$ cat src/rtl/bcd_counter_0000_9999.sv
// Four-digit BCD counter (0000..9999) stepped by an internal prescaler tick.
// Supports up/down counting, synchronous clear, validated parallel load and status pulses.
module bcd_counter_0000_9999 #(
  parameter int TICK_DIV = 50000000,
  parameter int PRE_W    = 26
) (
  input  logic        clk,
  input  logic        rst,
  input  logic        en,
  input  logic        up_dn,
  input  logic        clr,
  input  logic        load,
  input  logic [15:0] load_val,
  output logic [3:0]  d0,
  output logic [3:0]  d1,
  output logic [3:0]  d2,
  output logic [3:0]  d3,
  output logic        tick,
  output logic        wrap,
  output logic        load_err
);

  localparam logic [PRE_W-1:0] PRE_LAST = PRE_W'(TICK_DIV - 1);

  // Returns {carry/borrow out, next digit}; values above 9 are treated as 9 on the way up.
  function automatic logic [4:0] bcd_digit_step(input logic [3:0] digit,
                                                input logic       dir_up,
                                                input logic       cin);
    logic [4:0] res;
    res = {1'b0, digit};
    if (!cin) begin
      res = {1'b0, digit};
    end else if (dir_up) begin
      if (digit >= 4'd9) res = {1'b1, 4'd0};
      else               res = {1'b0, digit + 4'd1};
    end else begin
      if (digit == 4'd0)     res = {1'b1, 4'd9};
      else if (digit > 4'd9) res = {1'b0, 4'd9};
      else                   res = {1'b0, digit - 4'd1};
    end
    return res;
  endfunction

  function automatic logic nibble_ok(input logic [3:0] n);
    return (n <= 4'd9);
  endfunction

  logic [PRE_W-1:0] r_pre;
  logic [3:0]       r_d0, r_d1, r_d2, r_d3;
  logic             r_tick, r_wrap, r_load_err;

  logic [4:0] w_s0, w_s1, w_s2, w_s3;
  logic       w_step_due;
  logic       w_load_ok;

  // Full carry/borrow ripple settles within one cycle so all digits update together.
  assign w_s0 = bcd_digit_step(r_d0, up_dn, 1'b1);
  assign w_s1 = bcd_digit_step(r_d1, up_dn, w_s0[4]);
  assign w_s2 = bcd_digit_step(r_d2, up_dn, w_s1[4]);
  assign w_s3 = bcd_digit_step(r_d3, up_dn, w_s2[4]);

  assign w_step_due = en && (r_pre == PRE_LAST);
  assign w_load_ok  = nibble_ok(load_val[3:0])  && nibble_ok(load_val[7:4]) &&
                      nibble_ok(load_val[11:8]) && nibble_ok(load_val[15:12]);

  // Prescaler, digit registers and status pulses; clr beats load beats step.
  always_ff @(posedge clk or posedge rst) begin
    if (rst) begin
      r_pre      <= '0;
      r_d0       <= 4'd0;
      r_d1       <= 4'd0;
      r_d2       <= 4'd0;
      r_d3       <= 4'd0;
      r_tick     <= 1'b0;
      r_wrap     <= 1'b0;
      r_load_err <= 1'b0;
    end else begin
      r_tick     <= 1'b0;
      r_wrap     <= 1'b0;
      r_load_err <= 1'b0;
      if (clr) begin
        r_pre <= '0;
        r_d0  <= 4'd0;
        r_d1  <= 4'd0;
        r_d2  <= 4'd0;
        r_d3  <= 4'd0;
      end else if (load) begin
        // A rejected load also swallows any step due this cycle.
        if (w_load_ok) begin
          r_pre <= '0;
          r_d0  <= load_val[3:0];
          r_d1  <= load_val[7:4];
          r_d2  <= load_val[11:8];
          r_d3  <= load_val[15:12];
        end else begin
          r_load_err <= 1'b1;
        end
      end else if (w_step_due) begin
        r_pre  <= '0;
        r_d0   <= w_s0[3:0];
        r_d1   <= w_s1[3:0];
        r_d2   <= w_s2[3:0];
        r_d3   <= w_s3[3:0];
        r_tick <= 1'b1;
        r_wrap <= w_s3[4];
      end else if (en) begin
        r_pre <= r_pre + {{(PRE_W-1){1'b0}}, 1'b1};
      end else begin
        r_pre <= r_pre;
      end
    end
  end

  assign d0       = r_d0;
  assign d1       = r_d1;
  assign d2       = r_d2;
  assign d3       = r_d3;
  assign tick     = r_tick;
  assign wrap     = r_wrap;
  assign load_err = r_load_err;

endmodule

$ cat config.mk
export PLATFORM = sky130hd
export DESIGN_NAME = bcd_counter_0000_9999
export DESIGN_NICKNAME = d
export VERILOG_FILES = /design/src/rtl/bcd_counter_0000_9999.sv
export SDC_FILE = /design/constraint.sdc
export NUM_CORES = 1
export LEC_CHECK = 0
export CAP_MARGIN = 20
export CORE_ASPECT_RATIO = 1.5
export CORE_MARGIN = 2
export CORE_UTILIZATION = 45
export CTS_CLUSTER_SIZE = 12
export DETAILED_ROUTE_END_ITERATION = 12
export PLACE_DENSITY = 0.77
export SYNTH_ARGS = -nofsm -noshare
export SYNTH_HDL_FRONTEND = slang
export SYNTH_SLANG_ARGS = --single-unit
$ cat constraint.sdc
create_clock -name clk -period 4.9 [get_ports clk]
set_input_delay 0.735 -clock clk [delete_from_list [all_inputs] [get_ports clk]]
set_output_delay 0.735 -clock clk [all_outputs]
set_load 0.02 [all_outputs]
==> reports/metrics.cfg <==
[setup_path]
endpoint_kind = flop
r2r_cells = 7
crit_fanout = 17
worstPathArrival_ns = 3.32
crit_start = up_dn
cp.required_ns = 5.12
r2r_slack_ns = 2.11
cp-start-kind = primary input
reg2reg_to = d1[1]
r2r_start = r_pre[0]
path_class = primary input to flop
endpoint = d3[3]

[cts]
cts_hold_buf = 0
cts_buffers = 5
clkSinkCount = 45
cts_resized = 0
cts_root_buf = clkbuf_8
clkLatencyLatePin_ns = 0.30
cts_tree = yes
post_cts_buffers = 0
cts_buffer_depth = 2
cts-htree-levels = 2
cts.reportedPaths.clkPinSlew_ns = 0.08

[detailed_routing]
first_pass_iters = 5
drt-total-wl_um = 8510
wl_per_cell_um = 16.7
drtIter0Drc = 238
drcViolationCount = 0
via_per_inst = 6.33
vias = 3236
drt.antenna.violating_nets = 0

[power_and_ir_drop]
switching_share_pct = 32.8
p_sw_mw = 0.290
p_clk_share_pct = 27.4
ir_worst_vdd_mv = 0.125
power.leakage_nw = 1.48
p_per_area_mw_per_mm2 = 234
p_int_mw = 0.594
seqPwrFrac_pct = 46.5
combPwrFrac_pct = 26.2

[global_route]
grt_max_degree = 46
grt_pass1_vias = 2993
grt_overflow = 0
grt_pass1_wl_um = 13900
grt_usage_pct = 22.2
antenna_found_initial = 0

[timing]
setup_viol = 0
slew_violations = 0
hold_viol_final = 0
skew_ns = 0.00833
post-route-period-util_pct = 63.2
min_period_ns = 3.10
max_slew_margin_pct = 44.0
setup_ws_ns = 1.80
tightest_slew_ns = 0.836
fmax_ghz = 0.323
rsz0062_at_grt = no
timing.setup.tns_ns = 0

[floorplanning]
io_pins = 41
rows = 37
dieHeight_um = 108
die_x_um = 73.2
core_area_mm2 = 0.00690
initial_utilization_pct = 46.9
die_area_mm2 = 0.00789

[synth]
seq_area_frac_synth_pct = 34.8
synthCells = 399
yosys_warnings = 0
synth_area_per_cell_um2 = 8.10
synthArstFlopShare_pct = 100
synth_edf_count = 0
netlist_area_mm2 = 0.00323
ys_ff_latch = 45
synth_fp_nets = 434
synth.distinct_cells = 56
synth-main-ff-cell = dfrtp_1

[layout]
n_antenna_cell = 0
layout.nets = 468
syn2layout_area_growth_pct = 17.1
drive_gt1_share_pct = 4.62
fillers = 640

[placement]
gp_congestion = 0.893
portBuffers = 40
dp_hpwl_um = 6300
dp_slack_ns = 1.55

[run]
maxCapViolCount = 0

[run_status]
outcome = complete, no violations

[min_path]
hold_class = flop to flop

## worst max-delay path, stage by stage
cell             delay, ns
clkdlybuf4s50_1       0.73
buf_4                 0.36
nor4b_1               0.43
o22ai_2               0.24
or4_1                 0.44
a21o_1                0.23
o2bb2ai_1             0.15
## how the worst min path moves through the flow
stage | from | endpoint | slack (ns) | cells past startpoint
global placement | r_pre[1] | r_pre[1] | 0.53 | 2
finish | r_pre[1] | r_pre[1] | 0.56 | 2
global route | r_pre[25] | r_pre[25] | 0.58 | 2
detailed placement | r_pre[1] | r_pre[1] | 0.53 | 2
floorplan | r_pre[1] | r_pre[1] | 0.50 | 2
CTS | r_pre[1] | r_pre[1] | 0.55 | 2
## layout make-up
type                       count  area (um2)  area share, %
clock buffer                   7        86.3           2.28
inverter                      18        67.6           1.78
multi-input combinational    318        1970           52.1
sequential                    45        1130           29.7
tap                           78        97.6           2.58
timing repair buffer          45         438           11.6
## synthesized netlist by cell type, types with 4 or more instances
cell | count | area, um2
nand2_1 | 34 | 128
nor3b_1 | 4 | 30.0
nor3_1 | 26 | 130
nand4_1 | 12 | 75.1
nand3_1 | 16 | 80.1
a21oi_1 | 18 | 90.1
clkbuf_1 | 18 | 67.6
or4_1 | 5 | 37.5
a32oi_1 | 4 | 35.0
a31oi_1 | 4 | 25.0
or3_1 | 5 | 31.3
o31ai_1 | 4 | 30.0
o21ai_0 | 26 | 130
dfrtp_1 | 45 | 1130
o2bb2ai_1 | 8 | 70.1
nor2_1 | 54 | 203
a21o_1 | 4 | 30.0
xnor2_1 | 18 | 158
nand2b_1 | 5 | 31.3
and3_1 | 4 | 25.0
inv_1 | 17 | 63.8
ha_1 | 13 | 163
## per-stage QoR
step / hold WS [ns] / util [%] / power (mW) / cell area, um2 / instances
after floorplan: 0.498 / - / 0.563 / 3230 / 399
after global placement: 0.532 / 53.7 / 0.643 / 3700 / 504
after detailed placement: 0.534 / 53.7 / 0.646 / 3700 / 504
after CTS: 0.552 / 54.9 / 0.881 / 3790 / 511
after global routing: 0.578 / 54.9 / 0.923 / 3790 / 511
final: 0.558 / 54.9 / 0.885 / 3790 / 511
## routing by layer
metal / wire, um / up-vias / track usage, % / share of wire (%)
met1: 3450 / 1544 / 26.5 / 40
li1: - / 1528 / - / -
met5: 0 / - / 0 / 0
met2: 4420 / 140 / 38.9 / 52
met3: 364 / 24 / 2.62 / 4.3
met4: 281 / 0 / 9.66 / 3.3
## power groups by stage
stage	Clock (mW)	Combinational [mW]	Sequential, mW
after CTS	0.240	0.230	0.411
after floorplan	0	0.145	0.418
after global placement	0	0.225	0.418
after global routing	0.254	0.254	0.414
final	0.242	0.232	0.411
after detailed placement	0	0.228	0.418
## logic make-up after synthesis
logic type / after synthesis / synth area share (%)
simple gates: 182 / 28.4
compound gates: 103 / 21.7
flops: 45 / 34.8
buf+inv: 36 / 4.18
xor+xnor: 19 / 5.15
fa+ha+maj: 13 / 5.03
mux: 1 / 0.697
## flip-flops by register name, indices dropped and copies added, names as in the netlist
name / flops
r_pre: 26
tick: 1
d3: 4
load_err: 1
d1: 4
d2: 4
d0: 4
wrap: 1
## cell usage in the layout, fill, tap and decap left out, drive strengths merged, types with 6 or more instances in the layout
cell	synthesis	final
nor3	26	26
nor2	55	55
clkbuf	18	7
o21ai	26	26
o2bb2ai	8	8
nand2	34	34
xnor2	18	18
nand4	13	13
or4	6	6
dfrtp	45	45
ha	13	13
clkdlybuf4s50	0	40
nand3	16	16
inv	17	16
a21oi	19	19
(Power assumes the default switching activity.)
